--- src/rtl/des_crypt_core.sv ---
// Handshaked DES engine (FIPS 46-3) with encrypt/decrypt and an on-the-fly key schedule.
// ROUNDS_PER_CYCLE Feistel rounds are unrolled per clock; only C/D is kept, no subkey storage.
module des_crypt_core #(
   parameter int unsigned ROUNDS_PER_CYCLE = 1
) (
   input  logic        clk,
   input  logic        rst_n,
   input  logic        in_valid,
   output logic        in_ready,
   input  logic        decrypt,
   input  logic [63:0] key_in,
   input  logic [63:0] data_in,
   output logic        out_valid,
   input  logic        out_ready,
   output logic [63:0] data_out,
   output logic        busy
);

   localparam int unsigned NUM_ITER = 16 / ROUNDS_PER_CYCLE;
   localparam int unsigned CNT_W    = $clog2(NUM_ITER + 1);
   localparam logic [CNT_W-1:0] CNT_LAST = CNT_W'(NUM_ITER - 1);

   localparam logic [1:0] S_IDLE  = 2'd0;
   localparam logic [1:0] S_ROUND = 2'd1;
   localparam logic [1:0] S_HOLD  = 2'd2;

   generate
      if (!(ROUNDS_PER_CYCLE == 1 || ROUNDS_PER_CYCLE == 2 || ROUNDS_PER_CYCLE == 4 ||
            ROUNDS_PER_CYCLE == 8 || ROUNDS_PER_CYCLE == 16)) begin : g_bad_rpc
         $error("des_crypt_core: ROUNDS_PER_CYCLE must be 1, 2, 4, 8 or 16");
      end
   endgenerate

   // Tables list DES bit numbers, bit 1 = MSB of the vector.
   localparam int unsigned IP_T [64] = '{
      58, 50, 42, 34, 26, 18, 10, 2, 60, 52, 44, 36, 28, 20, 12, 4,
      62, 54, 46, 38, 30, 22, 14, 6, 64, 56, 48, 40, 32, 24, 16, 8,
      57, 49, 41, 33, 25, 17,  9, 1, 59, 51, 43, 35, 27, 19, 11, 3,
      61, 53, 45, 37, 29, 21, 13, 5, 63, 55, 47, 39, 31, 23, 15, 7};
   localparam int unsigned FP_T [64] = '{
      40, 8, 48, 16, 56, 24, 64, 32, 39, 7, 47, 15, 55, 23, 63, 31,
      38, 6, 46, 14, 54, 22, 62, 30, 37, 5, 45, 13, 53, 21, 61, 29,
      36, 4, 44, 12, 52, 20, 60, 28, 35, 3, 43, 11, 51, 19, 59, 27,
      34, 2, 42, 10, 50, 18, 58, 26, 33, 1, 41,  9, 49, 17, 57, 25};
   localparam int unsigned E_T [48] = '{
      32,  1,  2,  3,  4,  5,  4,  5,  6,  7,  8,  9,
       8,  9, 10, 11, 12, 13, 12, 13, 14, 15, 16, 17,
      16, 17, 18, 19, 20, 21, 20, 21, 22, 23, 24, 25,
      24, 25, 26, 27, 28, 29, 28, 29, 30, 31, 32,  1};
   localparam int unsigned P_T [32] = '{
      16,  7, 20, 21, 29, 12, 28, 17,  1, 15, 23, 26,  5, 18, 31, 10,
       2,  8, 24, 14, 32, 27,  3,  9, 19, 13, 30,  6, 22, 11,  4, 25};
   localparam int unsigned PC1_T [56] = '{
      57, 49, 41, 33, 25, 17,  9,  1, 58, 50, 42, 34, 26, 18,
      10,  2, 59, 51, 43, 35, 27, 19, 11,  3, 60, 52, 44, 36,
      63, 55, 47, 39, 31, 23, 15,  7, 62, 54, 46, 38, 30, 22,
      14,  6, 61, 53, 45, 37, 29, 21, 13,  5, 28, 20, 12,  4};
   localparam int unsigned PC2_T [48] = '{
      14, 17, 11, 24,  1,  5,  3, 28, 15,  6, 21, 10,
      23, 19, 12,  4, 26,  8, 16,  7, 27, 20, 13,  2,
      41, 52, 31, 37, 47, 55, 30, 40, 51, 45, 33, 48,
      44, 49, 39, 56, 34, 53, 46, 42, 50, 36, 29, 32};
   localparam int unsigned SBOX [8][64] = '{
      '{14, 4, 13, 1, 2, 15, 11, 8, 3, 10, 6, 12, 5, 9, 0, 7,
        0, 15, 7, 4, 14, 2, 13, 1, 10, 6, 12, 11, 9, 5, 3, 8,
        4, 1, 14, 8, 13, 6, 2, 11, 15, 12, 9, 7, 3, 10, 5, 0,
        15, 12, 8, 2, 4, 9, 1, 7, 5, 11, 3, 14, 10, 0, 6, 13},
      '{15, 1, 8, 14, 6, 11, 3, 4, 9, 7, 2, 13, 12, 0, 5, 10,
        3, 13, 4, 7, 15, 2, 8, 14, 12, 0, 1, 10, 6, 9, 11, 5,
        0, 14, 7, 11, 10, 4, 13, 1, 5, 8, 12, 6, 9, 3, 2, 15,
        13, 8, 10, 1, 3, 15, 4, 2, 11, 6, 7, 12, 0, 5, 14, 9},
      '{10, 0, 9, 14, 6, 3, 15, 5, 1, 13, 12, 7, 11, 4, 2, 8,
        13, 7, 0, 9, 3, 4, 6, 10, 2, 8, 5, 14, 12, 11, 15, 1,
        13, 6, 4, 9, 8, 15, 3, 0, 11, 1, 2, 12, 5, 10, 14, 7,
        1, 10, 13, 0, 6, 9, 8, 7, 4, 15, 14, 3, 11, 5, 2, 12},
      '{7, 13, 14, 3, 0, 6, 9, 10, 1, 2, 8, 5, 11, 12, 4, 15,
        13, 8, 11, 5, 6, 15, 0, 3, 4, 7, 2, 12, 1, 10, 14, 9,
        10, 6, 9, 0, 12, 11, 7, 13, 15, 1, 3, 14, 5, 2, 8, 4,
        3, 15, 0, 6, 10, 1, 13, 8, 9, 4, 5, 11, 12, 7, 2, 14},
      '{2, 12, 4, 1, 7, 10, 11, 6, 8, 5, 3, 15, 13, 0, 14, 9,
        14, 11, 2, 12, 4, 7, 13, 1, 5, 0, 15, 10, 3, 9, 8, 6,
        4, 2, 1, 11, 10, 13, 7, 8, 15, 9, 12, 5, 6, 3, 0, 14,
        11, 8, 12, 7, 1, 14, 2, 13, 6, 15, 0, 9, 10, 4, 5, 3},
      '{12, 1, 10, 15, 9, 2, 6, 8, 0, 13, 3, 4, 14, 7, 5, 11,
        10, 15, 4, 2, 7, 12, 9, 5, 6, 1, 13, 14, 0, 11, 3, 8,
        9, 14, 15, 5, 2, 8, 12, 3, 7, 0, 4, 10, 1, 13, 11, 6,
        4, 3, 2, 12, 9, 5, 15, 10, 11, 14, 1, 7, 6, 0, 8, 13},
      '{4, 11, 2, 14, 15, 0, 8, 13, 3, 12, 9, 7, 5, 10, 6, 1,
        13, 0, 11, 7, 4, 9, 1, 10, 14, 3, 5, 12, 2, 15, 8, 6,
        1, 4, 11, 13, 12, 3, 7, 14, 10, 15, 6, 8, 0, 5, 9, 2,
        6, 11, 13, 8, 1, 4, 10, 7, 9, 5, 0, 15, 14, 2, 3, 12},
      '{13, 2, 8, 4, 6, 15, 11, 1, 10, 9, 3, 14, 5, 0, 12, 7,
        1, 15, 13, 8, 10, 3, 7, 4, 12, 5, 6, 11, 0, 14, 9, 2,
        7, 11, 4, 1, 9, 12, 14, 2, 0, 6, 10, 13, 15, 3, 5, 8,
        2, 1, 14, 7, 4, 10, 8, 13, 15, 12, 9, 0, 3, 5, 6, 11}};

   function automatic logic [63:0] perm_ip(input logic [63:0] x);
      logic [63:0] y;
      for (int unsigned i = 0; i < 64; i++) y[63-i] = x[64-IP_T[i]];
      return y;
   endfunction

   function automatic logic [63:0] perm_fp(input logic [63:0] x);
      logic [63:0] y;
      for (int unsigned i = 0; i < 64; i++) y[63-i] = x[64-FP_T[i]];
      return y;
   endfunction

   function automatic logic [55:0] perm_pc1(input logic [63:0] x);
      logic [55:0] y;
      for (int unsigned i = 0; i < 56; i++) y[55-i] = x[64-PC1_T[i]];
      return y;
   endfunction

   function automatic logic [47:0] perm_pc2(input logic [55:0] x);
      logic [47:0] y;
      for (int unsigned i = 0; i < 48; i++) y[47-i] = x[56-PC2_T[i]];
      return y;
   endfunction

   function automatic logic [31:0] feistel_f(input logic [31:0] r, input logic [47:0] k);
      logic [47:0] x;
      logic [31:0] s;
      logic [31:0] p;
      logic [5:0]  b;
      for (int unsigned i = 0; i < 48; i++) x[47-i] = r[32-E_T[i]];
      x = x ^ k;
      for (int unsigned j = 0; j < 8; j++) begin
         b = x[47-6*j -: 6];
         s[31-4*j -: 4] = 4'(SBOX[j][{b[5], b[0], b[4:1]}]);
      end
      for (int unsigned i = 0; i < 32; i++) p[31-i] = s[32-P_T[i]];
      return p;
   endfunction

   function automatic logic [27:0] rotl28(input logic [27:0] x, input logic [1:0] n);
      case (n)
         2'd1:    return {x[26:0], x[27]};
         2'd2:    return {x[25:0], x[27:26]};
         default: return x;
      endcase
   endfunction

   function automatic logic [27:0] rotr28(input logic [27:0] x, input logic [1:0] n);
      case (n)
         2'd1:    return {x[0], x[27:1]};
         2'd2:    return {x[1:0], x[27:2]};
         default: return x;
      endcase
   endfunction

   // Decrypt walks the encrypt schedule backwards; round 0 taps the PC-1 output unrotated.
   function automatic logic [1:0] shift_amt(input int unsigned rnd, input logic dec);
      if (dec && rnd == 0) return 2'd0;
      if (dec) return (rnd == 1 || rnd == 8 || rnd == 15) ? 2'd1 : 2'd2;
      return (rnd == 0 || rnd == 1 || rnd == 8 || rnd == 15) ? 2'd1 : 2'd2;
   endfunction

   logic [1:0]       state_q, state_d;
   logic [CNT_W-1:0] cnt_q, cnt_d;
   logic [31:0]      l_q, l_d, r_q, r_d;
   logic [27:0]      c_q, c_d, d_q, d_d;
   logic             mode_q, mode_d;
   logic [63:0]      data_out_q, data_out_d;
   logic             in_ready_q, in_ready_d;
   logic             out_valid_q, out_valid_d;
   logic             busy_q, busy_d;
   logic [31:0]      l_rnd, r_rnd;
   logic [27:0]      c_rnd, d_rnd;

   always_comb begin
      logic [47:0]  k;
      logic [31:0]  tmp;
      logic [1:0]   sh;
      int unsigned  rnd;
      l_rnd = l_q;
      r_rnd = r_q;
      c_rnd = c_q;
      d_rnd = d_q;
      for (int unsigned u = 0; u < ROUNDS_PER_CYCLE; u++) begin
         rnd = 32'(cnt_q) * ROUNDS_PER_CYCLE + u;
         sh  = shift_amt(rnd, mode_q);
         if (mode_q) begin
            c_rnd = rotr28(c_rnd, sh);
            d_rnd = rotr28(d_rnd, sh);
         end else begin
            c_rnd = rotl28(c_rnd, sh);
            d_rnd = rotl28(d_rnd, sh);
         end
         k     = perm_pc2({c_rnd, d_rnd});
         tmp   = r_rnd;
         r_rnd = l_rnd ^ feistel_f(r_rnd, k);
         l_rnd = tmp;
      end
   end

   always_comb begin
      state_d    = state_q;
      cnt_d      = cnt_q;
      l_d        = l_q;
      r_d        = r_q;
      c_d        = c_q;
      d_d        = d_q;
      mode_d     = mode_q;
      data_out_d = data_out_q;
      case (state_q)
         S_IDLE: begin
            if (in_valid && in_ready_q) begin
               {l_d, r_d} = perm_ip(data_in);
               {c_d, d_d} = perm_pc1(key_in);
               mode_d     = decrypt;
               cnt_d      = '0;
               state_d    = S_ROUND;
            end
         end
         S_ROUND: begin
            l_d = l_rnd;
            r_d = r_rnd;
            c_d = c_rnd;
            d_d = d_rnd;
            if (cnt_q == CNT_LAST) begin
               data_out_d = perm_fp({r_rnd, l_rnd});
               state_d    = S_HOLD;
            end else begin
               cnt_d = cnt_q + 1'b1;
            end
         end
         S_HOLD: begin
            if (out_ready) state_d = S_IDLE;
         end
         default: state_d = S_IDLE;
      endcase
      in_ready_d  = (state_d == S_IDLE);
      out_valid_d = (state_d == S_HOLD);
      busy_d      = (state_d != S_IDLE);
   end

   always_ff @(posedge clk) begin
      if (!rst_n) begin
         state_q     <= S_IDLE;
         cnt_q       <= '0;
         l_q         <= '0;
         r_q         <= '0;
         c_q         <= '0;
         d_q         <= '0;
         mode_q      <= 1'b0;
         data_out_q  <= '0;
         in_ready_q  <= 1'b0;
         out_valid_q <= 1'b0;
         busy_q      <= 1'b0;
      end else begin
         state_q     <= state_d;
         cnt_q       <= cnt_d;
         l_q         <= l_d;
         r_q         <= r_d;
         c_q         <= c_d;
         d_q         <= d_d;
         mode_q      <= mode_d;
         data_out_q  <= data_out_d;
         in_ready_q  <= in_ready_d;
         out_valid_q <= out_valid_d;
         busy_q      <= busy_d;
      end
   end

   assign in_ready  = in_ready_q;
   assign out_valid = out_valid_q;
   assign busy      = busy_q;
   assign data_out  = data_out_q;

endmodule

--- config.mk ---
export PLATFORM = sky130hd
export DESIGN_NAME = des_crypt_core
export DESIGN_NICKNAME = d
export VERILOG_FILES = /design/src/rtl/des_crypt_core.sv
export SDC_FILE = /design/constraint.sdc
export NUM_CORES = 1
export LEC_CHECK = 0
export CORE_MARGIN = 2
export CORE_UTILIZATION = 40
export DETAILED_ROUTE_END_ITERATION = 7
export PLACE_DENSITY = 0.67
export SYNTH_ARGS = -nofsm -noshare
export SYNTH_HDL_FRONTEND = slang
export SYNTH_SLANG_ARGS = --single-unit
export TNS_END_PERCENT = 30
--- constraint.sdc ---
create_clock -name clk -period 5.04 [get_ports clk]
set_input_delay 0.756 -clock clk [delete_from_list [all_inputs] [get_ports clk]]
set_output_delay 0.756 -clock clk [all_outputs]
set_load 0.02 [all_outputs]
==> results of run 1 <==
## worst max-delay path by stage
stage	startpoint	end	slack (ns)	cells past startpoint
2_1_floorplan	cnt_q[0]	l_rnd[21]	0.65	19
3_3_place_gp	cnt_q[0]	l_rnd[1]	0.16	19
3_5_place_dp	cnt_q[0]	l_rnd[1]	0.08	19
4_1_cts	cnt_q[0]	l_rnd[1]	0.07	19
5_1_grt	cnt_q[0]	l_rnd[8]	-0.05	16
6_report	cnt_q[0]	data_out[42]	0.22	17
## report_power, final
group / internal, mW / switching, mW
registers: 1.64 / 0.216
clock network: 0.699 / 0.705
logic: 1.68 / 2.44
total: 4.02 / 3.36
## routing by layer
metal  track usage, %  part of all wire (%)  wire length, µm  vias to the layer above
met1             41.7                    43            27300                     8484
met5                0                     0                0                        -
met3             3.32                   7.2             4540                      112
li1                 -                     -                -                     8205
met2             47.1                    46            29000                      816
met4             11.4                   3.7             2340                        0
## cell usage after synthesis, types with 8 or more instances
cell,count,share of area (%)
nand2_1,325,7.6
nor2_1,223,5.2
dfxtp_1,195,24
a21oi_1,168,5.2
clkbuf_1,117,2.7
o21ai_0,80,2.5
mux2i_1,68,4.2
nor3_1,66,2.0
nand3_1,65,2.0
a211oi_1,63,2.9
ha_1,60,4.7
xnor2_1,56,3.0
a221oi_1,43,2.3
inv_1,42,0.98
a22oi_1,40,1.9
o211ai_1,39,1.8
a311oi_1,37,2.0
buf_2,37,1.1
xor2_1,34,1.8
a31oi_1,24,0.93
mux2_2,19,1.3
and3_1,15,0.58
o21a_1,15,0.70
or3_1,15,0.58
o22ai_1,14,0.54
buf_1,12,0.28
buf_4,12,0.56
nand4_1,11,0.43
mux4_2,10,1.4
a311o_1,9,0.56
o211a_1,9,0.56
o21ai_1,9,0.28
inv_2,8,0.19
nor4_1,8,0.31
o221ai_1,8,0.43
o31ai_1,8,0.37
or4_1,8,0.37
xor2_2,8,0.81
## through the flow
step / power [mW] / std cells / util [%]
after floorplan: 4.54 / 2151 / -
after global placement: 5.88 / 2808 / 47.6
after detailed placement: 5.89 / 2808 / 47.6
after CTS: 7.30 / 2839 / 49.0
after global routing: 7.81 / 2839 / 49.1
final: 7.38 / 2840 / 49.1
## timing repair
item                                    in CTS  in global routing
setup buffers                                0                  0
gates resized for setup                      0                  8
endpoints found under the setup margin       0                 14
hold buffers                                 0                  0
## registers in the layout, indices dropped and copies added (netlist names)
name       cells
out_valid      1
state_q        2
mode_q         1
c_q           28
busy           1
l_rnd         32
l_q           32
d_q           28
in_ready       1
cnt_q          5
data_out      64
## cell type report
| class | instances | area, µm² |
|---|---|---|
| fillers | 3903 | 20200 |
| flip-flops and latches | 195 | 3910 |
| clock inverters | 13 | 145 |
| diodes | 1 | 2.50 |
| inverters | 51 | 194 |
| clock buffers | 18 | 429 |
| multi-input cells | 1721 | 11300 |
| well taps | 525 | 657 |
| repair buffers | 316 | 2880 |
## worst max-delay path: cells and delay by family, from the launching register on
family,cells,cell delay [ns]
xor+xnor,1,0.16
mux,1,0.39
simple gates,5,1.33
buf+inv,3,0.79
compound gates,5,1.19
fa+ha+maj,2,0.51
flops,1,0.36
## kinds of logic (layout without fill, tap and decap cells)
family / Yosys count / count (layout)
fa+ha+maj: 60 / 60
mux: 99 / 99
other cells: 0 / 1
flops: 195 / 195
compound gates: 676 / 676
xor+xnor: 105 / 105
simple gates: 781 / 781
buf+inv: 235 / 398
## placed cells by master, fill, tap and decap left out, types with 9 or more instances in the layout
cell | synthesis | layout
nand2_1 | 325 | 324
nor2_1 | 223 | 218
dfxtp_1 | 195 | 194
clkdlybuf4s50_1 | 0 | 190
a21oi_1 | 168 | 168
buf_4 | 12 | 122
o21ai_0 | 80 | 80
mux2i_1 | 68 | 67
nor3_1 | 66 | 65
nand3_1 | 65 | 65
a211oi_1 | 63 | 62
ha_1 | 60 | 60
xnor2_1 | 56 | 55
a221oi_1 | 43 | 43
inv_1 | 42 | 41
o211ai_1 | 39 | 39
a22oi_1 | 40 | 39
a311oi_1 | 37 | 37
xor2_1 | 34 | 33
a31oi_1 | 24 | 24
mux2_2 | 19 | 19
clkbuf_16 | 0 | 17
or3_1 | 15 | 15
o21a_1 | 15 | 15
and3_1 | 15 | 15
o22ai_1 | 14 | 14
nand4_1 | 11 | 11
mux4_2 | 10 | 10
xor2_2 | 8 | 9
o211a_1 | 9 | 9
o21ai_1 | 9 | 9
a311o_1 | 9 | 9
==> load_flow_metrics.sql, run 1 <==
INSERT INTO impl_metrics (metric_group, metric, value, unit) VALUES
('yosys', 'synth-adder-area-share', '4.65', '%'),
('sta', 'final_hold_viol_count', '0', ''),
('min_path', 'worst_hold_startpoint', 'data_out[5]', ''),
('yosys', 'synthMuxAreaShare', '7.13', '%'),
('finish', 'layout-area-overhead-vs-synth', '21.0', '%'),
('yosys', 'synth_top_family_by_area', 'compound AO/OA/AOI/OAI gates', ''),
('worst_setup_path', 'path_cells', 'ha_1 > and3_1 > ha_1 > or2_1 > o21ai_4 > buf_4 > mux2_2 > o31ai_2 > nand2_1 > buf_4 > xnor2_1 > o32ai_1 > a221oi_1 > a21oi_1 > buf_4 > or4_1 > nand3_1', ''),
('sta', 'final_max_slew_viol_count', '0', ''),
('yosys', 'synth_compound_area_share', '30.1', '%'),
('place', 'dpl.hpwl', '46.4', 'mm'),
('global_routing', 'grt_max_degree', '81', ''),
('clock_tree', 'cts_tree', 'yes', ''),
('floorplan', 'placementRows', '73', ''),
('finish', 'layout-drive-gt1-share', '11.7', '%'),
('floorplan', 'floorplan.die.height', '205', 'µm'),
('run_status', 'run_status', 'complete, no violations', ''),
('floorplan', 'fp.coreArea', '39700', 'µm²'),
('routing', 'drc', '0', ''),
('sta', 'actual_slew_at_the_worst_max_slew_pin', '0.966', 'ns'),
('yosys', 'synth-edff-count', '0', ''),
('sta', 'final.setup.worst_slack', '0.222', 'ns'),
('yosys', 'async_flop_share', '0', '%'),
('yosys', 'synth-xor-area-share', '6.47', '%'),
('place', 'gp_congestion', '0.955', ''),
('routing', 'avgRoutedWirePerCell', '22.3', 'µm'),
('worst_setup_path', 'critical_path_class', 'register to register', ''),
('clock_tree', 'clkTransAtPathRegs', '0.08', 'ns'),
('worst_setup_path', 'critPathRequiredTime', '5.45', 'ns'),
('worst_setup_path', 'critical_path.startpoint_type', 'register', ''),
('clock_tree', 'clock_latency', '0.47', 'ns'),
('clock_tree', 'clockRootBuffer', 'clkbuf_16', ''),
('worst_setup_path', 'slowest_delay', '0.47', 'ns'),
('sta', 'achievable-frequency', '208', 'MHz'),
('worst_setup_path', 'ff2ff_path_depth', '17', ''),
('sta', 'finalSetupTns', '0', 'ns'),
('min_path', 'timing.hold.worst_endpoint', 'data_out[5]', ''),
('routing', 'postRouteWirelength', '63.2', 'mm'),
('power', 'p_per_area', '378', 'nW/µm²'),
('finish', 'stdcell_area', '19500', 'µm²'),
('routing', 'detailedRoute.firstIterationViolations', '2019', ''),
('worst_setup_path', 'reg2reg_from', 'cnt_q[0]', ''),
('sta', 'timing.final.crit_share', '95.6', '%'),
('routing', 'ant_nets', '0', ''),
('sta', 'finalClockSkew', '0.0175', 'ns'),
('yosys', 'ys_ff_latch', '195', ''),
('yosys', 'avgSynthCellArea', '7.50', 'µm²'),
('worst_setup_path', 'worst_path_max_delay_cell', 'or4_1', ''),
('min_path', 'hold_class', 'register to register', ''),
('clock_tree', 'numCtsBuffers', '17', ''),
('worst_setup_path', 'path_max_fanout', '20', ''),
('floorplan', 'io-pin-count', '200', ''),
('yosys', 'yosys_most_used_dff', 'dfxtp_1', ''),
('yosys', 'synth-simple-area-share', '21.2', '%'),
('power', 'power_leakage', '7.19', 'nW'),
('floorplan', 'dieArea', '41900', 'µm²'),
('yosys', 'netlist_area', '16100', 'µm²'),
('yosys', 'synth.net_count', '2344', ''),
('yosys', 'yosysWarnings', '0', ''),
('worst_setup_path', 'worst-endpoint-arrival', '5.23', 'ns'),
('sta', 'rsz0062_at_grt', 'true', ''),
('power', 'max-vdd-ir-drop', '0.264', 'mV'),
('global_routing', 'grt_pass1_vias', '16300', ''),
('yosys', 'ys_types', '100', ''),
('yosys', 'synthCells', '2151', ''),
('worst_setup_path', 'worst_setup_path_end_kind', 'register', ''),
('global_routing', 'gr-usage-all-layers', '29.9', '%'),
('floorplan', 'horizontal_die_dimension', '205', 'µm'),
('sta', 'post-route-min-period', '4.82', 'ns'),
('worst_setup_path', 'r2r_end', 'data_out[42]', ''),
('place', 'placed_area', '18900', 'µm²'),
('min_path', 'worstHoldPathCells', '2', '');
Note: power is estimated with default switching activity, not from simulation.
==> run 2: changes to the inputs <==
--- a/config.mk
+++ b/config.mk
@@ -8,6 +8,7 @@
 export CORE_MARGIN = 2
 export CORE_UTILIZATION = 40
 export DETAILED_ROUTE_END_ITERATION = 7
+export MAX_ROUTING_LAYER = met4
 export PLACE_DENSITY = 0.67
 export SYNTH_ARGS = -nofsm -noshare
 export SYNTH_HDL_FRONTEND = slang
==> load_flow_metrics.sql, run 2 (synthesized netlist as in run 1, its figures left out) <==
INSERT INTO impl_metrics (metric_group, metric, value, unit) VALUES
('run_status', 'run_status', 'complete, no violations', ''),
('finish', 'combined_area_of_the_multi_input_logic_cells', '11300', 'µm²'),
('power', 'power_leakage', '7.24', 'nW'),
('worst_setup_path', 'worst_setup_path_end_kind', 'register', ''),
('global_routing', 'grt_pass1_vias', '16300', ''),
('clock_tree', 'cts_setup_buffers', '0', ''),
('finish', 'final_cell_mix', 'nand2_1 (323), nor2_1 (219), dfxtp_1 (194)', ''),
('sta', 'timing.final.crit_share', '95.7', '%'),
('clock_tree', 'clockRootBuffer', 'clkbuf_16', ''),
('worst_setup_path', 'critical_path.startpoint_type', 'register', ''),
('place', 'place.port_buffers', '191', ''),
('sta', 'final_hold_viol_count', '0', ''),
('place', 'gp_congestion', '0.980', ''),
('sta', 'report.final.setup_viol', '0', ''),
('worst_setup_path', 'rrSetupSlack', '0.22', 'ns'),
('worst_setup_path', 'worst_path_max_delay_cell', 'a32o_1', ''),
('floorplan', 'io-pin-count', '200', ''),
('worst_setup_path', 'crit_path_frequent_cell', 'buf_4', ''),
('clock_tree', 'clkTransAtPathRegs', '0.09', 'ns'),
('routing', 'drtPass1Iterations', '6', ''),
('sta', 'final_max_slew_viol_count', '0', ''),
('routing', 'avgRoutedWirePerCell', '22.3', 'µm'),
('power', 'p_per_area', '381', 'nW/µm²'),
('global_routing', 'global_route.overflow_total', '0', ''),
('routing', 'drc', '0', ''),
('finish', 'layout-area-overhead-vs-synth', '21.5', '%'),
('finish', 'layout_commonest_cell', 'nand2_1', ''),
('worst_setup_path', 'path_delay_family', 'compound AO/OA/AOI/OAI gates', ''),
('worst_setup_path', 'worst-endpoint-arrival', '5.19', 'ns'),
('clock_tree', 'cts_tree', 'yes', ''),
('global_routing', 'grt_first_pass_wirelength', '97.2', 'mm'),
('worst_setup_path', 'path_max_fanout', '16', ''),
('floorplan', 'placementRows', '73', ''),
('global_routing', 'gr-usage-all-layers', '30.7', '%'),
('worst_setup_path', 'slowest_delay', '0.38', 'ns'),
('power', 'max-vdd-ir-drop', '0.239', 'mV'),
('routing', 'ant_nets', '0', ''),
('sta', 'achievable-frequency', '207', 'MHz'),
('floorplan', 'fp.coreArea', '39700', 'µm²'),
('finish', 'layout-drive-gt1-share', '11.9', '%'),
('floorplan', 'floorplan.die.height', '205', 'µm'),
('min_path', 'hold_class', 'register to register', ''),
('global_routing', 'grt_antenna_before_repair', '0', ''),
('floorplan', 'horizontal_die_dimension', '205', 'µm'),
('finish', 'largest_register_ffs', '64', ''),
('finish', 'finish.net_count', '2498', ''),
('clock_tree', 'clkSinkCount', '195', ''),
('sta', 'fin_hold_ws', '0.457', 'ns'),
('sta', 'actual_slew_at_the_worst_max_slew_pin', '1.17', 'ns'),
('floorplan', 'starting_density_of_the_core', '40.6', '%'),
('place', 'dpl.hpwl', '46.3', 'mm'),
('sta', 'rsz0062_at_grt', 'false', ''),
('sta', 'post-route-min-period', '4.82', 'ns'),
('worst_setup_path', 'path_cells', 'ha_1 > and3_1 > ha_1 > or2_1 > o21ai_4 > buf_4 > buf_4 > nand2_1 > a32o_1 > xnor2_2 > buf_4 > inv_2 > ha_1 > mux2i_1 > a21oi_1 > a32oi_1 > buf_4 > xor2_1 > buf_4 > nor2_1 > o21a_1', ''),
('routing', 'detailroute.via_count', '17700', ''),
('clock_tree', 'clock_tree.htree_level_count', '4', ''),
('worst_setup_path', 'critPathRequiredTime', '5.41', 'ns'),
('sta', 'final.setup.worst_slack', '0.219', 'ns'),
('sta', 'finalSetupTns', '0', 'ns'),
('clock_tree', 'numCtsBuffers', '17', ''),
('routing', 'postRouteWirelength', '63.5', 'mm'),
('worst_setup_path', 'worst_path_bufs_invs', '6', ''),
('clock_tree', 'cts-root-to-sink-buffers', '2', ''),
('clock_tree', 'clock_latency', '0.47', 'ns'),
('sta', 'maxSlewHeadroom', '22.0', '%'),
('worst_setup_path', 'critical_path_class', 'register to register', ''),
('sta', 'finalClockSkew', '0.0145', 'ns'),
('routing', 'avg_vias_per_cell', '6.22', ''),
('finish', 'n_antenna_cell', '0', ''),
('routing', 'detailedRoute.firstIterationViolations', '2066', ''),
('job', 'cap_viol_max_count', '0', ''),
('place', 'detailedPlace.worstSlack', '0.0592', 'ns'),
('floorplan', 'dieArea', '41900', 'µm²'),
('finish', 'register_area', '3910', 'µm²'),
('finish', 'fillCellCount', '3883', ''),
('global_routing', 'grt_max_degree', '81', '');
==> run 2: what timing repair did <==
item,4_1_cts,5_1_grt
hold buffers,0,0
endpoints found under the setup margin,0,5
gates resized for setup,0,8
==> run 2: routing by layer <==
layer / vias to the layer above / wire length [µm] / GRT usage (%)
met3: 105 / 4800 / 3.87
met4: 0 / 2310 / 10.9
met5: - / 0 / -
met2: 825 / 29100 / 47.1
li1: 8229 / - / -
met1: 8537 / 27300 / 41.2
==> run 2: layout make-up <==
class	count	share of cell area, %
inverter	51	0.990
multi-input combinational	1721	57.7
timing repair buffer	319	14.8
sequential	195	19.9
clock buffer	17	2.17
clock inverter	15	0.996
tap	525	3.35
==> run 2: worst paths after layout <==
kind                startpoint      endpoint  depth (start not counted)
setup / recovery      cnt_q[0]     l_rnd[16]                         21
hold / removal    data_out[55]  data_out[55]                          2
setup reg to reg      cnt_q[0]     l_rnd[16]                         21
hold reg to reg   data_out[55]  data_out[55]                          2
==> run 2: through the flow <==
| step | cell area, µm² | total power, mW | utilization, % | instances |
|---|---|---|---|---|
| floorplan | 16100 | 4.54 | - | 2151 |
| global placement | 18900 | 5.93 | 47.6 | 2811 |
| detailed placement | 18900 | 5.94 | 47.6 | 2811 |
| CTS | 19500 | 7.42 | 49.2 | 2843 |
| global route | 19600 | 7.92 | 49.3 | 2843 |
| finish | 19600 | 7.47 | 49.3 | 2843 |
==> run 2: tightest hold or removal path: stages (launching register included) <==
cell	delay, ns
dfxtp_1	0.32
nand2_1	0.05
a21oi_1	0.05
==> run 2: power breakdown <==
| part | internal (mW) | switching (mW) |
|---|---|---|
| Sequential | 1.64 | 0.209 |
| Combinational | 1.69 | 2.45 |
| Clock | 0.687 | 0.790 |
==> run 3: changes to the inputs <==
--- a/config.mk
+++ b/config.mk
@@ -6,10 +6,10 @@
 export NUM_CORES = 1
 export LEC_CHECK = 0
 export CORE_MARGIN = 2
-export CORE_UTILIZATION = 40
+export CORE_UTILIZATION = 45
 export DETAILED_ROUTE_END_ITERATION = 7
 export MAX_ROUTING_LAYER = met4
-export PLACE_DENSITY = 0.67
+export PLACE_DENSITY = 0.73
 export SYNTH_ARGS = -nofsm -noshare
 export SYNTH_HDL_FRONTEND = slang
 export SYNTH_SLANG_ARGS = --single-unit
==> load_flow_metrics.sql, run 3 (synthesized netlist as in run 1, its figures left out) <==
INSERT INTO impl_metrics (metric_group, metric, value, unit) VALUES
('worst_setup_path', 'worst_path_max_delay_cell', 'mux4_2', ''),
('global_routing', 'global_route.overflow_total', '0', ''),
('sta', 'post-route-min-period', '4.80', 'ns'),
('run_status', 'run_status', 'complete, no violations', ''),
('place', 'gp_congestion', '0.981', ''),
('sta', 'final_hold_viol_count', '0', ''),
('clock_tree', 'cts.repair.resized', '0', ''),
('floorplan', 'placementRows', '69', ''),
('routing', 'detailedRoute.firstIterationViolations', '1764', ''),
('routing', 'ant_nets', '0', ''),
('worst_setup_path', 'worst_setup_path_end_kind', 'register', ''),
('sta', 'final_max_slew_viol_count', '0', ''),
('floorplan', 'io-pin-count', '200', ''),
('power', 'power.total', '7.46', 'mW'),
('worst_setup_path', 'critPathRequiredTime', '5.36', 'ns'),
('sta', 'timing.final.crit_share', '95.3', '%'),
('finish', 'layout-drive-gt1-share', '11.7', '%'),
('worst_setup_path', 'rrSetupSlack', '0.24', 'ns'),
('sta', 'maxSlewHeadroom', '26.5', '%'),
('sta', 'report.final.setup_viol', '0', ''),
('worst_setup_path', 'r2r_end', 'data_out[28]', ''),
('min_path', 'worst_hold_startpoint', 'data_out[43]', ''),
('place', 'dpl.hpwl', '46.3', 'mm'),
('worst_setup_path', 'path_max_fanout', '16', ''),
('routing', 'avg_vias_per_cell', '6.36', ''),
('sta', 'achievable-frequency', '208', 'MHz'),
('sta', 'final.setup.worst_slack', '0.238', 'ns'),
('floorplan', 'fp.coreArea', '35400', 'µm²'),
('place', 'detailedPlace.worstSlack', '0.249', 'ns'),
('min_path', 'timing.hold.worst_endpoint', 'data_out[43]', ''),
('min_path', 'hold_class', 'register to register', ''),
('min_path', 'worstHoldPathCells', '2', ''),
('finish', 'final_cell_mix', 'nand2_1 (324), nor2_1 (219), dfxtp_1 (194)', ''),
('sta', 'rsz0062_at_grt', 'false', ''),
('routing', 'drtPass1Iterations', '8', ''),
('clock_tree', 'cts-root-to-sink-buffers', '2', ''),
('worst_setup_path', 'critical_path_class', 'register to register', ''),
('floorplan', 'dieArea', '37400', 'µm²'),
('worst_setup_path', 'worst_path_bufs_invs', '4', ''),
('clock_tree', 'clock_latency', '0.47', 'ns'),
('sta', 'finalSetupTns', '0', 'ns'),
('clock_tree', 'clkTransAtPathRegs', '0.08', 'ns'),
('finish', 'largest_register_ffs', '64', ''),
('global_routing', 'grt_antenna_before_repair', '1', ''),
('job', 'cap_viol_max_count', '0', ''),
('global_routing', 'grt_pass1_vias', '16700', ''),
('finish', 'stdcell_area', '19500', 'µm²'),
('clock_tree', 'cts_hold_repair.buffers', '0', ''),
('worst_setup_path', 'slowest_delay', '0.47', 'ns'),
('worst_setup_path', 'path_cells', 'ha_1 > and3_1 > ha_1 > buf_4 > a21oi_4 > buf_4 > mux2i_1 > o221a_2 > xnor2_2 > inv_1 > ha_1 > nor2_1 > mux2i_1 > mux4_2 > a22oi_1 > buf_4 > xor2_1 > o21a_1 > nor2_1', ''),
('place', 'place.detailed.instances', '2747', ''),
('floorplan', 'floorplan.die.height', '193', 'µm'),
('finish', 'final-instance-count-excl-fill', '2784', ''),
('worst_setup_path', 'worst-endpoint-arrival', '5.12', 'ns'),
('worst_setup_path', 'reg2reg_from', 'cnt_q[0]', ''),
('floorplan', 'starting_density_of_the_core', '45.6', '%'),
('power', 'power_leakage', '7.25', 'nW'),
('power', 'max-vdd-ir-drop', '0.259', 'mV'),
('routing', 'drc', '0', ''),
('place', 'placed_area', '18800', 'µm²'),
('sta', 'actual_slew_at_the_worst_max_slew_pin', '1.10', 'ns'),
('finish', 'finish.net_count', '2502', ''),
('worst_setup_path', 'ff2ff_path_depth', '19', ''),
('routing', 'detailroute.via_count', '17700', ''),
('global_routing', 'gr-usage-all-layers', '33.8', '%'),
('clock_tree', 'numCtsBuffers', '17', ''),
('place', 'place.port_buffers', '191', ''),
('worst_setup_path', 'critical_path.startpoint_type', 'register', ''),
('routing', 'postRouteWirelength', '63.3', 'mm'),
('worst_setup_path', 'path_delay_family', 'compound AO/OA/AOI/OAI gates', ''),
('finish', 'layout_commonest_cell', 'nand2_1', ''),
('finish', 'layout-area-overhead-vs-synth', '21.0', '%'),
('routing', 'avgRoutedWirePerCell', '22.7', 'µm'),
('clock_tree', 'clock_tree.htree_level_count', '4', ''),
('sta', 'finalClockSkew', '0.0114', 'ns'),
('power', 'p_per_area', '382', 'nW/µm²'),
('clock_tree', 'clkSinkCount', '195', ''),
('clock_tree', 'cts_tree', 'yes', ''),
('clock_tree', 'clockRootBuffer', 'clkbuf_16', ''),
('floorplan', 'horizontal_die_dimension', '193', 'µm'),
('global_routing', 'grt_max_degree', '95', ''),
('global_routing', 'grt_first_pass_wirelength', '97.8', 'mm');
## run 3: final cells by class
type | instances | area [µm²]
fillers | 3404 | 15900
multi-input cells | 1721 | 11300
flip-flops and latches | 195 | 3910
repair buffers | 323 | 2940
well taps | 461 | 577
clock buffers | 17 | 425
clock inverters | 15 | 213
inverters | 51 | 194
diodes | 1 | 2.50
## run 3: worst min-delay path, delay by kind of cell (launching register included)
family          cells  cell delay [ns]
simple gates        1             0.05
compound gates      1             0.05
flops               1             0.31
## run 3: worst max path at each step
stage,startpoint,end,slack [ns],cells after the start
5_1_grt,cnt_q[3],l_rnd[1],0.03,19
3_5_place_dp,cnt_q[0],l_rnd[1],0.25,20
6_report,cnt_q[0],data_out[28],0.24,19
3_3_place_gp,cnt_q[0],l_rnd[1],0.27,20
2_1_floorplan,cnt_q[0],l_rnd[21],0.65,19
4_1_cts,cnt_q[0],l_rnd[1],0.20,20
## run 3: timing repair
item / in CTS / in global routing
setup buffers: 0 / 4
setup endpoints to repair: 0 / 2
endpoints found under the hold margin: 0 / 0
## run 3: metrics by stage
stage / hold WS (ns) / util, %
2_1_floorplan: 0.432 / -
3_3_place_gp: 0.441 / 53.2
3_5_place_dp: 0.446 / 53.2
4_1_cts: 0.457 / 55.0
5_1_grt: 0.474 / 55.1
6_report: 0.456 / 55.1
## run 3: where the power goes
part / internal (mW) / switching, mW
Combinational: 1.66 / 2.43
Sequential: 1.64 / 0.212
Clock: 0.768 / 0.748
Total: 4.07 / 3.39
## run 3: per-layer routing
metal | global-route usage (%) | vias to the layer above | routed length (µm)
met1 | 43.6 | 8514 | 26700
met5 | - | - | 0
met2 | 53.2 | 822 | 29400
met3 | 4.39 | 134 | 4510
li1 | - | 8226 | -
met4 | 14.5 | 0 | 2650
